$ cat config.mk
export PLATFORM = sky130hd
export DESIGN_NAME = multicycle_control
export DESIGN_NICKNAME = d
export VERILOG_FILES = /design/src/rtl/multicycle_control.sv
export SDC_FILE = /design/constraint.sdc
export NUM_CORES = 1
export LEC_CHECK = 0
export ABC_CLOCK_PERIOD_IN_PS = 2600
export BUFFER_PORTS_ARGS = -buffer_cell sky130_fd_sc_hd__clkbuf_2
export CORE_UTILIZATION = 25
export DETAILED_ROUTE_END_ITERATION = 16
export HOLD_SLACK_MARGIN = 0.12
export SYNTH_ARGS = -nofsm -noshare
export SYNTH_HDL_FRONTEND = slang
export SYNTH_SLANG_ARGS = --single-unit
$ cat constraint.sdc
create_clock -name clock -period 2.6 [get_ports clock]
set_input_delay 0 -clock clock [delete_from_list [all_inputs] [get_ports clock]]
set_output_delay 0 -clock clock [all_outputs]
set_load 0.01 [all_outputs]
$ cat src/rtl/multicycle_control.sv
// multicycle_control
//   Finite-state sequencer for the time-shared multicycle MIPS datapath
//   (one ALU, one memory). It steps each instruction through fetch,
//   decode, execute, memory and writeback, one phase per clock. Memory
//   phases wait on a mem_ready handshake. The block also counts retired
//   instructions and latches a sticky flag when it decodes an unsupported
//   opcode.
//
//   Build option: define MC_ADDI_EN to decode addi (opcode 001000).
//   Without it, addi is treated as an illegal opcode.
//
// Ports
//   clock        rising-edge system clock
//   reset_n      asynchronous active-low reset
//   run          level; keep executing, sampled at instruction boundaries
//   Opcode[5:0]  instruction[31:26] from the instruction register
//   mem_ready    memory finishes the current read/write this cycle
//   Zero         ALU zero flag; the datapath gates it with PCWriteCond
//   PCWrite, PCWriteCond, IorD, MemRead, MemWrite, IRWrite, MemtoReg,
//   RegWrite, RegDst, ALUSrcA     single-bit datapath controls
//   ALUSrcB[1:0]  00 B reg, 01 const 4, 10 sign-ext imm, 11 imm<<2
//   ALUOp[1:0]    00 add, 01 sub, 10 funct-decoded
//   PCSource[1:0] 00 ALU result, 01 ALUOut reg, 10 jump target
//   state[3:0]    current state encoding (debug)
//   illegal_op    sticky; an unsupported opcode was decoded
//   instr_count   16-bit retired-instruction counter, wraps

module multicycle_control (
  input  logic        clock,
  input  logic        reset_n,
  input  logic        run,
  input  logic [5:0]  Opcode,
  input  logic        mem_ready,
  input  logic        Zero,
  output logic        PCWrite,
  output logic        PCWriteCond,
  output logic        IorD,
  output logic        MemRead,
  output logic        MemWrite,
  output logic        IRWrite,
  output logic        MemtoReg,
  output logic        RegWrite,
  output logic        RegDst,
  output logic        ALUSrcA,
  output logic [1:0]  ALUSrcB,
  output logic [1:0]  ALUOp,
  output logic [1:0]  PCSource,
  output logic [3:0]  state,
  output logic        illegal_op,
  output logic [15:0] instr_count
);

  localparam logic [5:0] OP_RTYPE = 6'b000000;
  localparam logic [5:0] OP_LW    = 6'b100011;
  localparam logic [5:0] OP_SW    = 6'b101011;
  localparam logic [5:0] OP_BEQ   = 6'b000100;
  localparam logic [5:0] OP_J     = 6'b000010;
`ifdef MC_ADDI_EN
  localparam logic [5:0] OP_ADDI  = 6'b001000;
`endif

  typedef enum logic [3:0] {
    IDLE   = 4'd0,
    FETCH  = 4'd1,
    DECODE = 4'd2,
    MEMADR = 4'd3,
    MEMRD  = 4'd4,
    MEMWB  = 4'd5,
    MEMWR  = 4'd6,
    EXEC   = 4'd7,
    RWB    = 4'd8,
    BEQ    = 4'd9,
    JUMP   = 4'd10,
`ifdef MC_ADDI_EN
    ADDIEX = 4'd11,
    ADDIWB = 4'd12,
`endif
    HALT   = 4'd13
  } state_t;

  state_t      state_q;
  state_t      state_d;
  logic        illegal_q;
  logic [15:0] count_q;
  logic        retire;

  // Zero is consumed in the datapath next to PCWriteCond, not here.
  logic unused_zero;
  assign unused_zero = Zero;

  // Next-state logic. run is only looked at in IDLE and on the retire
  // cycle, so dropping it mid-instruction lets the instruction finish.
  always_comb begin
    state_d = state_q;
    retire  = 1'b0;
    case (state_q)
      IDLE:   if (run) state_d = FETCH;
      FETCH:  if (mem_ready) state_d = DECODE;
      DECODE: begin
        case (Opcode)
          OP_LW, OP_SW: state_d = MEMADR;
          OP_RTYPE:     state_d = EXEC;
          OP_BEQ:       state_d = BEQ;
          OP_J:         state_d = JUMP;
`ifdef MC_ADDI_EN
          OP_ADDI:      state_d = ADDIEX;
`endif
          default:      state_d = HALT;
        endcase
      end
      MEMADR: state_d = (Opcode == OP_SW) ? MEMWR : MEMRD;
      MEMRD:  if (mem_ready) state_d = MEMWB;
      MEMWR: begin
        if (mem_ready) begin
          retire  = 1'b1;
          state_d = run ? FETCH : IDLE;
        end
      end
      EXEC:   state_d = RWB;
`ifdef MC_ADDI_EN
      ADDIEX: state_d = ADDIWB;
      ADDIWB: begin
        retire  = 1'b1;
        state_d = run ? FETCH : IDLE;
      end
`endif
      MEMWB, RWB, BEQ, JUMP: begin
        retire  = 1'b1;
        state_d = run ? FETCH : IDLE;
      end
      HALT:   state_d = HALT;
      default: state_d = IDLE;
    endcase
  end

  // Moore outputs decoded from the registered state. Because state_q is
  // cleared asynchronously, MemRead/MemWrite drop as soon as reset_n falls.
  // IRWrite/PCWrite in FETCH follow mem_ready so the IR and PC update only
  // on the cycle the fetch completes.
  always_comb begin
    PCWrite     = 1'b0;
    PCWriteCond = 1'b0;
    IorD        = 1'b0;
    MemRead     = 1'b0;
    MemWrite    = 1'b0;
    IRWrite     = 1'b0;
    MemtoReg    = 1'b0;
    RegWrite    = 1'b0;
    RegDst      = 1'b0;
    ALUSrcA     = 1'b0;
    ALUSrcB     = '0;
    ALUOp       = '0;
    PCSource    = '0;
    case (state_q)
      FETCH: begin
        MemRead = 1'b1;
        ALUSrcB = 2'b01;
        IRWrite = mem_ready;
        PCWrite = mem_ready;
      end
      DECODE: ALUSrcB = 2'b11;
      MEMADR: begin
        ALUSrcA = 1'b1;
        ALUSrcB = 2'b10;
      end
      MEMRD: begin
        MemRead = 1'b1;
        IorD    = 1'b1;
      end
      MEMWB: begin
        MemtoReg = 1'b1;
        RegWrite = 1'b1;
      end
      MEMWR: begin
        MemWrite = 1'b1;
        IorD     = 1'b1;
      end
      EXEC: begin
        ALUSrcA = 1'b1;
        ALUOp   = 2'b10;
      end
      RWB: begin
        RegDst   = 1'b1;
        RegWrite = 1'b1;
      end
      BEQ: begin
        ALUSrcA     = 1'b1;
        ALUOp       = 2'b01;
        PCWriteCond = 1'b1;
        PCSource    = 2'b01;
      end
      JUMP: begin
        PCWrite  = 1'b1;
        PCSource = 2'b10;
      end
`ifdef MC_ADDI_EN
      ADDIEX: begin
        ALUSrcA = 1'b1;
        ALUSrcB = 2'b10;
      end
      ADDIWB: RegWrite = 1'b1;
`endif
      default: ;
    endcase
  end

  always_ff @(posedge clock or negedge reset_n) begin
    if (!reset_n) begin
      state_q   <= IDLE;
      illegal_q <= 1'b0;
    end else begin
      state_q <= state_d;
      if (state_d == HALT) illegal_q <= 1'b1;
    end
  end

  always_ff @(posedge clock or negedge reset_n) begin
    if (!reset_n) begin
      count_q <= '0;
    end else if (retire) begin
      count_q <= count_q + 16'd1;
    end
  end

  assign state       = state_q;
  assign illegal_op  = illegal_q;
  assign instr_count = count_q;

endmodule

; ---- After elaboration in Yosys (flattened, before gate mapping)
; Index checks and enable logic that the tools add are counted.
[totals]
ff_bits = 21
[op_classes]
mux = 23
addsub = 1
n_reduce_logical = 8
n_eq_ne = 16
[ops]
columns = operator, count
row1 = 4-bit one-hot mux with 9 select lines, 1
row2 = "4-bit == test, second input constant", 5
row3 = "16-bit by 1-bit adder with 16-bit output, second input constant", 1
row4 = "4-bit by 3-bit == test with 1-bit output, second input constant", 4
row5 = 4-bit 2-to-1 mux, 4
row6 = 4-bit one-hot mux with 4 select lines, 1
row7 = "6-bit == test, second input constant", 2
row8 = 1-bit 2-to-1 mux, 11
row9 = "4-bit by 2-bit == test with 1-bit output, second input constant", 2
row10 = 2-bit one-hot mux with 2 select lines, 2
row11 = 2-bit OR reduction, 4
row12 = "6-bit by 2-bit == test with 1-bit output, second input constant", 1
row13 = "6-bit by 3-bit == test with 1-bit output, second input constant", 1
row14 = 6-bit logical NOT, 1
row15 = 2-bit one-hot mux with 3 select lines, 1
row16 = "4-bit by 1-bit == test with 1-bit output, second input constant", 1
row17 = 4-bit logical NOT, 1
row18 = 1-bit one-hot mux with 2 select lines, 2
row19 = 4-bit OR reduction, 1
row20 = 3-bit OR reduction, 1
row21 = 2-bit 2-to-1 mux, 1

; ---- Logic depth before layout (Yosys ltp)
[depth]
word_depth = 5
mapped_depth = 5
depth_no_buf = 4

; ---- Worst setup path after synthesis
; Ideal clock, no wire load.
[synth_timing]
path_type = register to register
start = reg state_q[2] (netlist: state[2])
end = reg count_q[1] (netlist: instr_count[1])
period_less_slack_ns = 1.473
setup_time_ns = 0.125
path_stages_with_launch = 5
t_arrival_ns = 1.349
slack_ns = 1.127
n_path_buf = 1
required_time_ns = 2.475
cell_sequence = dfrtp_1 or2_1 buf_6 o211ai_1 mux2_2
[synth_between]
elab_chain_len = 3
word_cells_on_any_way = 7
[synth_rtl]
columns = element, line_no
row1 = from (decl), 81  ; state_t state_q;
row2 = from (signal assigned), 212  ; state_q <= state_d;
row3 = 4-bit == test or 4-bit by 3-bit == test with 1-bit output (tied branches), 96  ; case (state_q)
row4 = 4-bit OR reduction, 96
row5 = 1-bit one-hot mux with 2 select lines *, 96
row6 = to (signal assigned), 221  ; count_q <= count_q + 16'd1;
row7 = to (decl), 84  ; logic [15:0] count_q;
; Every way passes the cells marked *; elsewhere a longest branch is shown, timed or not.
; A chain may end at the register's enable or synchronous reset.

; ---- Worst setup path after layout
[layout_timing]
start = reg state_q[2] (netlist: state[2])
end = reg state_q[1] (netlist: state[1])
[layout_between]
elab_chain_len = 3
word_cells_on_any_way = 14
[layout_rtl]
columns = element, line_no
row1 = 4-bit == test or 4-bit by 3-bit == test with 1-bit output (tied branches), 96
row2 = 4-bit OR reduction, 96
row3 = 4-bit one-hot mux with 9 select lines *, 96
row4 = net state_d[1], 82  ; state_t state_d;
; The timed path passes the listed nets; every way through them passes the cells marked *.

==> flow_metrics.env <==
export IMPL_status="completed"
export IMPL_final_setup_tns_ns=0
export IMPL_nNetsFinal=201
export IMPL_synth_compound_area_frac=0.167
export IMPL_num_rows=26
export IMPL_fp_coreArea_mm2=0.00524
export IMPL_critPathMaxFanout=14
export IMPL_period_needed_ns=2.07
export IMPL_clock_sinks=21
export IMPL_routedWlPerCell_um=12.0
export IMPL_portBuffers=46
export IMPL_cp_start_kind="flop"
export IMPL_area_growth_pct=24.2
export IMPL_hold_class="input pin to flop"
export IMPL_cts_htree_levels=1
export IMPL_cp_slowest_stage_delay_ns=0.58
export IMPL_setup_violations=0
export IMPL_total_leakage_power_nw=0.854
export IMPL_yosysTopAreaCell="dfrtp_1"
export IMPL_first_pass_iters=4
export IMPL_cts_buffers=3
export IMPL_die_w_um=76.5
export IMPL_ir_drop_mv=0.252
export IMPL_vias=1160
export IMPL_fillCellCount=548
export IMPL_synth_seq_cells=21
export IMPL_dpl_cell_count=250
export IMPL_grt_overflow=0
export IMPL_max_freq_mhz=483
export IMPL_ant_nets=0
export IMPL_initialDrtViolationCount=100
export IMPL_cts_root_buf="clkbuf_8"
export IMPL_ctsResizeCount=0
export IMPL_drive_gt1_frac=0.319
export IMPL_worst_path_max_delay_cell="dfrtp_1"
export IMPL_place_gp_congestion=0.766
export IMPL_path_clk_slew_ns=0.07
export IMPL_p_per_area_mw_per_mm2=949
export IMPL_drv_cap=0
export IMPL_io_pins=48
export IMPL_ys_seq_area_frac=0.379
export IMPL_insertion_delay_ns=0.25
export IMPL_endpoint_kind="flop"
export IMPL_slew_viol_final=0
export IMPL_hold_viol=0
export IMPL_grt_usage=0.109
export IMPL_critPathKind="flop to flop"
export IMPL_crit_path_cell_trace="nor2_1, nand2_1, or3_1, dlygate4sd3_1, o22ai_1"
export IMPL_place_ws_ns=0.724
export IMPL_synthCells=142
export IMPL_dieArea_mm2=0.00585
export IMPL_grt_pass1_wl_um=5350
export IMPL_fin_worst_skew_ns=0.00249
export IMPL_vias_per_cell=4.50
export IMPL_arrival_ns=2.24
export IMPL_crit_required_ns=2.77
export IMPL_max_slew_margin_rel=0.587
export IMPL_start_util=0.265
export IMPL_worst_pin_slew_ns=0.620
export IMPL_clockBufferDepth=2
export IMPL_fp_dieH_um=76.5
export IMPL_synth_simple_area_share=0.252
export IMPL_grt_pass1_vias=1127
export IMPL_avgSynthCellArea_um2=9.77
export IMPL_synth_xor_area_share=0.107
export IMPL_synth_cell_types=47
export IMPL_dp_hpwl_um=2250
export IMPL_cts_tree="done"
export IMPL_drcViolationCount=0
export IMPL_totalWireLength_um=3090
export IMPL_synthMuxAreaShare=0.0162
export IMPL_grt_max_degree=22
export IMPL_final_cells=258
export IMPL_ys_warnings_count=0
export IMPL_rsz0062_at_grt="no"
export IMPL_synth_top_area_share=0.379
export IMPL_syn_nets=154
export IMPL_synth_area_leaders="dfrtp_1, xor2_1, xnor2_1"
export IMPL_n_antenna_cell=0
export IMPL_syn_area_mm2=0.00139
export IMPL_antenna_found_initial=0
export IMPL_final_setup_worst_slack_ns=0.531
export IMPL_synth_adder_area_share=0.00902
export IMPL_synth_top_family_by_area="simple AND/OR/NAND/NOR gates"
export IMPL_post_route_period_util=0.796
[critical path: cells and delay by family, from the launching register on]
kind                   cells  cell delay, ns
AO/OA/AOI/OAI              1            0.14
buffers and inverters      1            0.57
flip-flops                 1            0.58
AND/OR/NAND/NOR            3            0.70
[layer usage]
layer	vias up	share of wire	GRT usage
met2	17	0.49	0.182
li1	590	-	-
met5	-	0	0
met1	551	0.49	0.151
met3	2	0.017	0.0144
met4	0	0.0068	0.0231
[worst paths after layout]
kind                                       from         endpoint  slack (ns)  cells past startpoint
min in group asynchronous               reset_n   instr_count[8]        0.26                      2
worst min register to register  instr_count[15]  instr_count[15]        0.48                      1
worst max-delay path                   state[2]         state[1]        0.53                      5
worst min-delay path                  Opcode[0]         state[1]        0.14                      3
max in group asynchronous               reset_n       illegal_op        1.99                      2
worst max register to register         state[2]         state[1]        0.53                      5
[cell type report]
type                       count  area (um^2)  area share
tap                           70         87.6      0.0508
clock buffer                   4         45.0      0.0261
inverter                       8         30.0      0.0174
sequential                    21          526       0.305
timing repair buffer          50          270       0.157
multi-input combinational    105          764       0.444
[layout by cell type, fill, tap and decap left out, types with 2 or more instances in the layout]
cell	count
nor2_1	16
nand2_1	10
nand3_1	7
mux2_2	2
dlygate4sd3_1	4
clkbuf_8	3
o22ai_1	3
o2111ai_4	2
xnor2_1	7
nor2b_1	2
dfrtp_1	21
clkbuf_2	46
inv_1	8
o21ai_0	2
o211ai_1	2
nand2b_1	4
nor3_1	8
a21oi_1	2
xor2_1	10
and2_1	2
[per-stage QoR]
stage               cell area [um^2]  hold slack, ns  total power, mW  utilization
global placement                1640        -0.00702             1.43        0.313
global route                    1720           0.180             1.78        0.329
CTS                             1720           0.139             1.66        0.329
finish                          1720           0.142             1.64        0.329
floorplan                       1390          -0.296             1.22            -
detailed placement              1640          0.0114             1.44        0.313
[kinds of logic (layout without fill, tap and decap cells)]
kind of cell | count (synthesis) | in the layout
simple gates | 61 | 61
mux | 2 | 2
compound gates | 24 | 24
fa+ha+maj | 1 | 1
xor+xnor | 17 | 17
flops | 21 | 21
buf+inv | 16 | 62
[state kept, by name, indices dropped and copies added, names as in the netlist]
register     cells
illegal_op       1
instr_count     16
state            4
[report_power, final]
part           internal, mW  switching [mW]  total, mW
combinational         0.377           0.453      0.830
sequential            0.405           0.192      0.597
clock                 0.109           0.100      0.209
[cell usage after synthesis, drive strengths merged]
cell / count
a211o: 1
a211oi: 1
a21o: 1
a21oi: 2
a22oi: 2
a41oi: 1
and2: 3
and3: 1
and4: 1
buf: 6
clkbuf: 2
dfrtp: 21
ha: 1
inv: 8
mux2: 2
nand2: 10
nand2b: 5
nand3: 7
nand3b: 1
nand4: 1
nor2: 16
nor2b: 2
nor3: 8
nor4: 1
o2111a: 1
o2111ai: 3
o211a: 1
o211ai: 2
o21a: 1
o21ai: 2
o21bai: 1
o22ai: 3
o311ai: 1
o32a: 1
or2: 2
or3: 2
or4b: 1
xnor2: 7
xor2: 10
[what timing repair did]
| item | CTS | global route |
|---|---|---|
| hold endpoints to repair | 23 | 0 |
| hold buffers | 4 | 0 |
| buffers inserted | 0 | 0 |
Power figures use the tool's default switching activity.
